===== src/rtl/d_e_stage_reg.sv =====
// Decode/Execute pipeline register with load-use hazard detection.
//
// Captures the decoded instruction from the F/D register each cycle and
// presents it to the forwarding unit and the EX stage. A load followed
// directly by a consumer of its destination produces a single bubble. A taken
// branch resolved in EX also produces a bubble. A busy memory stage freezes
// the register. Two saturating counters record bubbles and flushes for
// performance debug.
//
// Handshake: D_E holds a real instruction exactly when D_E_valid=1. EX
// consumes D_E on every rising edge where M_stall=0. F/D (and the PC) may only
// advance on an edge where stall_F_D=0. Otherwise they hold their contents so
// the same instruction is offered again on the next cycle.
module d_e_stage_reg #(
    parameter int XLEN   = 32,
    parameter int PC_W   = 32,
    parameter int CTRL_W = 8,
    parameter int CNT_W  = 16
) (
    input  logic              clk,
    input  logic              rst,

    input  logic              F_D_valid,
    input  logic [PC_W-1:0]   F_D_pc,
    input  logic [4:0]        F_D_rs1_index,
    input  logic [4:0]        F_D_rs2_index,
    input  logic              F_D_rs1_used,
    input  logic              F_D_rs2_used,
    input  logic [4:0]        F_D_rd_index,
    input  logic [XLEN-1:0]   F_D_rs1_data,
    input  logic [XLEN-1:0]   F_D_rs2_data,
    input  logic [XLEN-1:0]   F_D_imm,
    input  logic [CTRL_W-1:0] F_D_ctrl,
    input  logic              F_D_mem_read,
    input  logic              F_D_reg_write,

    input  logic              E_flush,
    input  logic              M_stall,

    output logic              D_E_valid,
    output logic [PC_W-1:0]   D_E_pc,
    output logic [4:0]        D_E_rs1_index,
    output logic [4:0]        D_E_rs2_index,
    output logic [4:0]        D_E_rd_index,
    output logic [XLEN-1:0]   D_E_rs1_data,
    output logic [XLEN-1:0]   D_E_rs2_data,
    output logic [XLEN-1:0]   D_E_imm,
    output logic [CTRL_W-1:0] D_E_ctrl,
    output logic              D_E_mem_read,
    output logic              D_E_reg_write,

    output logic              stall_F_D,
    output logic [CNT_W-1:0]  bubble_cnt,
    output logic [CNT_W-1:0]  flush_cnt,

    // Current occupancy state, exported for debug and assertion binding.
    output logic [0:0]        dbg_state
);

    localparam logic [0:0]       ST_EMPTY = 1'b0;
    localparam logic [0:0]       ST_VALID = 1'b1;
    localparam logic [CNT_W-1:0] CNT_MAX  = '1;
    localparam logic [CNT_W-1:0] CNT_ONE  = CNT_W'(1);

    logic [0:0] state_q;
    logic [0:0] state_d;

    logic       rs1_hit;
    logic       rs2_hit;
    logic       load_use;

    logic       take_flush;
    logic       take_hold;
    logic       take_bubble;
    logic       take_capture;

    logic [4:0] rs1_gated;
    logic [4:0] rs2_gated;
    logic [4:0] rd_gated;

    // Load-use hazard: the load in D_E writes a real register that F/D reads.
    // This is the only path from the registered D_E fields back into the
    // capture decision.
    always_comb begin
        rs1_hit  = F_D_rs1_used & (F_D_rs1_index == D_E_rd_index);
        rs2_hit  = F_D_rs2_used & (F_D_rs2_index == D_E_rd_index);
        load_use = D_E_valid & D_E_mem_read & (D_E_rd_index != 5'd0)
                 & F_D_valid & (rs1_hit | rs2_hit);
    end

    // Edge action decode, in priority order: flush, memory stall, load-use,
    // capture. Exactly one of the four actions is active, or none of them if
    // F/D presents no instruction. In that case a bubble is loaded.
    always_comb begin
        take_flush   = E_flush;
        take_hold    = ~E_flush & M_stall;
        take_bubble  = ~E_flush & ~M_stall & load_use;
        take_capture = ~E_flush & ~M_stall & ~load_use & F_D_valid;
    end

    // A flush overrides any stall because everything upstream is discarded.
    always_comb begin
        stall_F_D = ~E_flush & (M_stall | load_use);
    end

    // Unused source ports and non-writing destinations are zeroed so that they
    // never match a producer in the forwarding unit or the hazard check.
    always_comb begin
        rs1_gated = F_D_rs1_used  ? F_D_rs1_index : 5'd0;
        rs2_gated = F_D_rs2_used  ? F_D_rs2_index : 5'd0;
        rd_gated  = F_D_reg_write ? F_D_rd_index  : 5'd0;
    end

    // Next occupancy state: hold on stall, VALID on capture, otherwise EMPTY.
    always_comb begin
        state_d = state_q;
        if (take_capture) begin
            state_d = ST_VALID;
        end else if (!take_hold) begin
            state_d = ST_EMPTY;
        end
    end

    // Occupancy state register.
    always_ff @(posedge clk or posedge rst) begin
        if (rst) begin
            state_q <= ST_EMPTY;
        end else begin
            state_q <= state_d;
        end
    end

    // Field capture. A bubble is the all-zero reset image of every field.
    always_ff @(posedge clk or posedge rst) begin
        if (rst) begin
            D_E_pc        <= '0;
            D_E_rs1_index <= '0;
            D_E_rs2_index <= '0;
            D_E_rd_index  <= '0;
            D_E_rs1_data  <= '0;
            D_E_rs2_data  <= '0;
            D_E_imm       <= '0;
            D_E_ctrl      <= '0;
            D_E_mem_read  <= 1'b0;
            D_E_reg_write <= 1'b0;
        end else if (take_capture) begin
            D_E_pc        <= F_D_pc;
            D_E_rs1_index <= rs1_gated;
            D_E_rs2_index <= rs2_gated;
            D_E_rd_index  <= rd_gated;
            D_E_rs1_data  <= F_D_rs1_data;
            D_E_rs2_data  <= F_D_rs2_data;
            D_E_imm       <= F_D_imm;
            D_E_ctrl      <= F_D_ctrl;
            D_E_mem_read  <= F_D_mem_read;
            D_E_reg_write <= F_D_reg_write;
        end else if (!take_hold) begin
            D_E_pc        <= '0;
            D_E_rs1_index <= '0;
            D_E_rs2_index <= '0;
            D_E_rd_index  <= '0;
            D_E_rs1_data  <= '0;
            D_E_rs2_data  <= '0;
            D_E_imm       <= '0;
            D_E_ctrl      <= '0;
            D_E_mem_read  <= 1'b0;
            D_E_reg_write <= 1'b0;
        end
    end

    // Load-use bubble counter. It saturates at all-ones and is frozen by a stall.
    always_ff @(posedge clk or posedge rst) begin
        if (rst) begin
            bubble_cnt <= '0;
        end else if (take_bubble && bubble_cnt != CNT_MAX) begin
            bubble_cnt <= bubble_cnt + CNT_ONE;
        end
    end

    // Flush counter. It counts only flushes that kill a real instruction, and it saturates.
    always_ff @(posedge clk or posedge rst) begin
        if (rst) begin
            flush_cnt <= '0;
        end else if (take_flush && state_q == ST_VALID && flush_cnt != CNT_MAX) begin
            flush_cnt <= flush_cnt + CNT_ONE;
        end
    end

    assign D_E_valid = (state_q == ST_VALID);
    assign dbg_state = state_q;

endmodule


===== config.mk =====
export PLATFORM = sky130hd
export DESIGN_NAME = d_e_stage_reg
export DESIGN_NICKNAME = d
export VERILOG_FILES = /design/src/rtl/d_e_stage_reg.sv
export SDC_FILE = /design/constraint.sdc
export NUM_CORES = 1
export LEC_CHECK = 0
export CAP_MARGIN = 20
export CORE_MARGIN = 4
export CORE_UTILIZATION = 30
export CTS_CLUSTER_DIAMETER = 30
export DETAILED_ROUTE_END_ITERATION = 12
export GPL_TIMING_DRIVEN = 0
export SYNTH_ARGS = -nofsm -noshare
export SYNTH_HDL_FRONTEND = slang
export SYNTH_SLANG_ARGS = --single-unit

===== constraint.sdc =====
create_clock -name clk -period 7.89 [get_ports clk]
set_input_delay 0.789 -clock clk [delete_from_list [all_inputs] [get_ports clk]]
set_output_delay 0.789 -clock clk [all_outputs]
set_load 0.1 [all_outputs]

==> impl_results.rst <==
.. list-table::
   :header-rows: 1

   * - Metric
     - Value
   * - Cell count after placement
     - 1160
   * - Nature of the critical path endpoint
     - output port
   * - Syn_nets
     - ~660
   * - Total of max-cap violations
     - 0
   * - Proportion of synthesized chip area in sequential cells
     - 0.663
   * - Origin of the worst min-delay path
     - bubble_cnt[15]
   * - Most frequent CP cell
     - sky130_fd_sc_hd__clkdlybuf4s50_1
   * - Largest delay share family, worst path
     - buffers and inverters
   * - CTS tree
     - built
   * - Unrepaired setup endpoints after global routing
     - false
   * - Total number of nets in the final design
     - approximately 1000
   * - List of cells traversed by the critical path
     - clkdlybuf4s50_1, xor2_1, nor4_1, nand3_1, a211oi_4, buf_2, a21oi_1, nor2_1, clkdlybuf4s50_1
   * - Power Dens Cells
     - 214 nW/um^2
   * - Result of the run
     - finished clean
   * - Number of endpoints failing setup at the final stage
     - 0
   * - Slew at the pin with the worst max-slew slack
     - 1.07 ns
   * - Area of the placeable core
     - 22800 um^2
   * - DRC errors left
     - 0
   * - Register-to-Register Setup Slack
     - 5.17 ns
   * - Commonest cells after routing, fill and taps aside
     - sky130_fd_sc_hd__clkdlybuf4s50_1, sky130_fd_sc_hd__dfrtp_1, sky130_fd_sc_hd__a22o_1
   * - Die width
     - 161 um
   * - Share of the synthesized area in compound gates (AO/OA/AOI/OAI)
     - 0.202
   * - Post-synthesis adder-cell area fraction
     - 0.00357
   * - Max rail drop VDD
     - 0.000134 V
   * - Synthesis warning total
     - 0
   * - Initial Utilization
     - 0.307
   * - Multiplexer area fraction after synthesis
     - 0.00321
   * - Total grt overflow
     - 0
   * - DIE AREA
     - 25900 um^2
   * - PortBufs
     - around 350
   * - Delay contributed by the slowest stage of the critical path
     - 1.13 ns
   * - Normalized max-slew margin
     - 0.288
   * - Critical Path AT
     - roughly 4 ns
   * - Site row count
     - 55
   * - Number of global-route vias before repair
     - 6052
   * - Hpwl dp
     - 17.4 mm
   * - Setup fix buffers added after clock tree synthesis
     - 0
   * - Worst Path Max Fanout
     - 10
   * - Slowest library cell on the worst path
     - sky130_fd_sc_hd__clkdlybuf4s50_1
   * - Number of buffers and inverters on the critical path
     - 3
   * - Netlist Area Pre-Place
     - 7020 um^2
   * - Cell types with the largest area share after synthesis
     - sky130_fd_sc_hd__dfrtp_1, sky130_fd_sc_hd__a22o_1, sky130_fd_sc_hd__xnor2_1
   * - Worst reg2reg path endpoint
     - D_E_rs2_data[19]
   * - CTS Hold Buffers Added
     - 0
   * - Number of gates resized after CTS
     - 0
   * - Clk_skew
     - around 0.014 ns
   * - Cell type with the largest total area after synthesis
     - sky130_fd_sc_hd__dfrtp_1
   * - Number of pins with negative max-slew slack in the final report
     - 0
   * - Wire length of the first global-routing pass
     - roughly 36 mm
   * - DIE HEIGHT
     - 161 um
   * - Routed len/inst
     - between 15 and 20 um
   * - Fraction of final layout cells with drive strength greater than 1
     - 0.0603
   * - Number of vias per cell after detailed routing
     - 4.74
   * - Layout area overhead
     - 64.1%
   * - Ports
     - 348
   * - Endpoints failing hold
     - 0
   * - Startpoint type of the worst setup path
     - input port
   * - Final core area utilization
     - 0.504
   * - Post-route fraction of the period consumed by the critical path
     - 0.608
   * - Data required time of the critical path
     - just over 7 ns
   * - Area share of xor/xnor cells in the synthesized design
     - 0.0499
   * - Gpl congestion
     - ~0.77
   * - Crit path time final
     - between 4 and 5 ns
   * - Cells after Synth
     - 499
   * - Total CTS buffers
     - 17
   * - Commonest non-fill, non-tap cell in the layout
     - sky130_fd_sc_hd__clkdlybuf4s50_1
   * - Drt initial violations
     - 202
   * - Largest family of logic cells by synthesized area
     - compound AO/OA/AOI/OAI gates
   * - TritonCTS sink count
     - 186
   * - Clock transition at the registers of the reported paths
     - 0.07 ns
   * - Number of levels the H-tree was split into
     - 4
   * - Worst Hold Depth
     - 1
   * - Filler cell count in the final layout
     - about 2100
   * - Maximum count of clock buffers along a single path
     - 2
   * - Number of detailed-routing iterations run before antenna repair
     - 4
   * - Via count
     - 5649
   * - Post-synth top area share
     - 0.663
   * - Highest clock frequency the design can meet
     - 208 MHz
   * - Pin count of the biggest net entering global routing
     - 95
   * - Type of the most critical hold path
     - reg2reg
   * - Count of placed standard cells in the final layout, fillers left out
     - 1193
   * - Latest clock arrival within the worst-skew pair
     - 0.43 ns
   * - Total length of routed wires
     - 23.3 mm
   * - Master cell of the clock root buffer
     - sky130_fd_sc_hd__clkbuf_16
   * - Hold path endpoint
     - bubble_cnt[15]
   * - Worst reg2reg startpoint
     - D_E_rd_index[0]
   * - Area share of and/or/nand/nor cells after synthesis
     - 0.0551
   * - Kind of critical path
     - in2out
   * - Cell leakage power
     - 5.07 nW
   * - Initial antenna violation count
     - 2
   * - Number of synthesized register bits
     - about 190
   * - Total track usage
     - 0.179
   * - Cell count of the worst reg-to-reg path
     - 7
   * - Number of nets still failing antenna checks after routing
     - 0
   * - Yosys cell types
     - 31
   * - Synthesized area per cell
     - around 14 um^2
## area by class of cell
class	instances	area, um^2	area share
clock buffers	19	453	0.0393
multi-input cells	276	2200	0.191
clock inverters	13	145	0.0126
flip-flops and latches	186	4650	0.404
repair buffers	348	3500	0.304
diodes	1	2.50	0.000217
well taps	313	392	0.0340
inverters	1	11.3	0.000978
plain buffers	36	156	0.0136
## where the power goes
part           leakage (nW)  total [mW]  switching (mW)  internal (mW)
logic                  2.23       0.567           0.395          0.171
registers              2.54        1.02          0.0321          0.992
clock network         0.298       0.879           0.409          0.469
total                  5.07        2.47           0.837           1.63
## routing by layer
| layer | GRT usage | up-vias | routed length [um] | share of wire |
|---|---|---|---|---|
| met4 | 0.0516 | 2 | 375 | 0.016 |
| met2 | 0.298 | 192 | 11600 | 0.50 |
| li1 | - | 2631 | - | - |
| met3 | 0.0618 | 28 | 1680 | 0.072 |
| met5 | 0 | - | 20 | 0.00086 |
| met1 | 0.223 | 2796 | 9610 | 0.41 |
## worst max-delay path by stage
| stage | startpoint | end | slack [ns] | cells past startpoint |
|---|---|---|---|---|
| 5_1_grt | F_D_rs1_index[4] | stall_F_D | 2.96 | 9 |
| 6_report | F_D_rs2_index[0] | stall_F_D | 3.09 | 9 |
| 4_1_cts | F_D_rs2_index[0] | stall_F_D | 3.09 | 9 |
| 3_5_place_dp | F_D_rs2_index[0] | stall_F_D | 3.09 | 9 |
| 3_3_place_gp | rst | flush_cnt[7] | -0.74 | 2 |
| 2_1_floorplan | rst | D_E_ctrl[0] | 2.04 | 1 |
## flip-flops by register name, indices dropped and copies added (netlist names)
signal,flops
D_E_imm,32
D_E_pc,32
D_E_rs1_data,32
D_E_rs2_data,32
bubble_cnt,16
flush_cnt,16
D_E_ctrl,8
D_E_rd_index,5
D_E_rs1_index,5
D_E_rs2_index,5
D_E_mem_read,1
D_E_reg_write,1
D_E_valid,1
## synthesized netlist by cell type
cell type,count
sky130_fd_sc_hd__and2b_1,1
sky130_fd_sc_hd__or4_1,1
sky130_fd_sc_hd__a21oi_1,2
sky130_fd_sc_hd__nand2b_1,1
sky130_fd_sc_hd__and3_1,11
sky130_fd_sc_hd__nor2_1,9
sky130_fd_sc_hd__ha_1,2
sky130_fd_sc_hd__a21oi_2,1
sky130_fd_sc_hd__dfrtp_1,186
sky130_fd_sc_hd__inv_1,1
sky130_fd_sc_hd__a32o_1,15
sky130_fd_sc_hd__xor2_1,14
sky130_fd_sc_hd__clkbuf_1,21
sky130_fd_sc_hd__nand2_1,14
sky130_fd_sc_hd__and4_1,2
sky130_fd_sc_hd__o21ai_0,1
sky130_fd_sc_hd__a21o_1,1
sky130_fd_sc_hd__nand3_1,12
sky130_fd_sc_hd__nor2b_1,1
sky130_fd_sc_hd__a41oi_1,1
sky130_fd_sc_hd__a22o_1,138
sky130_fd_sc_hd__buf_2,14
sky130_fd_sc_hd__nor4_1,4
sky130_fd_sc_hd__nand4_1,11
sky130_fd_sc_hd__or3_1,1
sky130_fd_sc_hd__a211oi_4,1
sky130_fd_sc_hd__xnor2_1,26
sky130_fd_sc_hd__buf_4,1
sky130_fd_sc_hd__nor3b_1,1
sky130_fd_sc_hd__mux2_2,2
sky130_fd_sc_hd__and2_1,3
## kinds of logic (layout without fill, tap and decap cells)
| family | count (synthesis) | count (layout) |
|---|---|---|
| compound gates | 160 | 160 |
| xor+xnor | 40 | 40 |
| fa+ha+maj | 2 | 2 |
| buf+inv | 37 | 417 |
| flops | 186 | 186 |
| mux | 2 | 2 |
| other cells | 0 | 1 |
| simple gates | 72 | 72 |
## through the flow
step	power [mW]	instance area [um^2]	setup WS, ns	hold WS, ns	TNS (ns)
finish	2.47	11500	3.09	0.494	0
detailed placement	1.61	10900	3.09	0.480	0
floorplan	1.41	7020	2.04	0.922	0
global placement	1.61	10900	-0.738	0.475	-134.82
CTS	2.51	11500	3.09	0.499	0
global route	2.57	11500	2.96	0.520	0
Note: power is estimated with default switching activity, not from simulation.
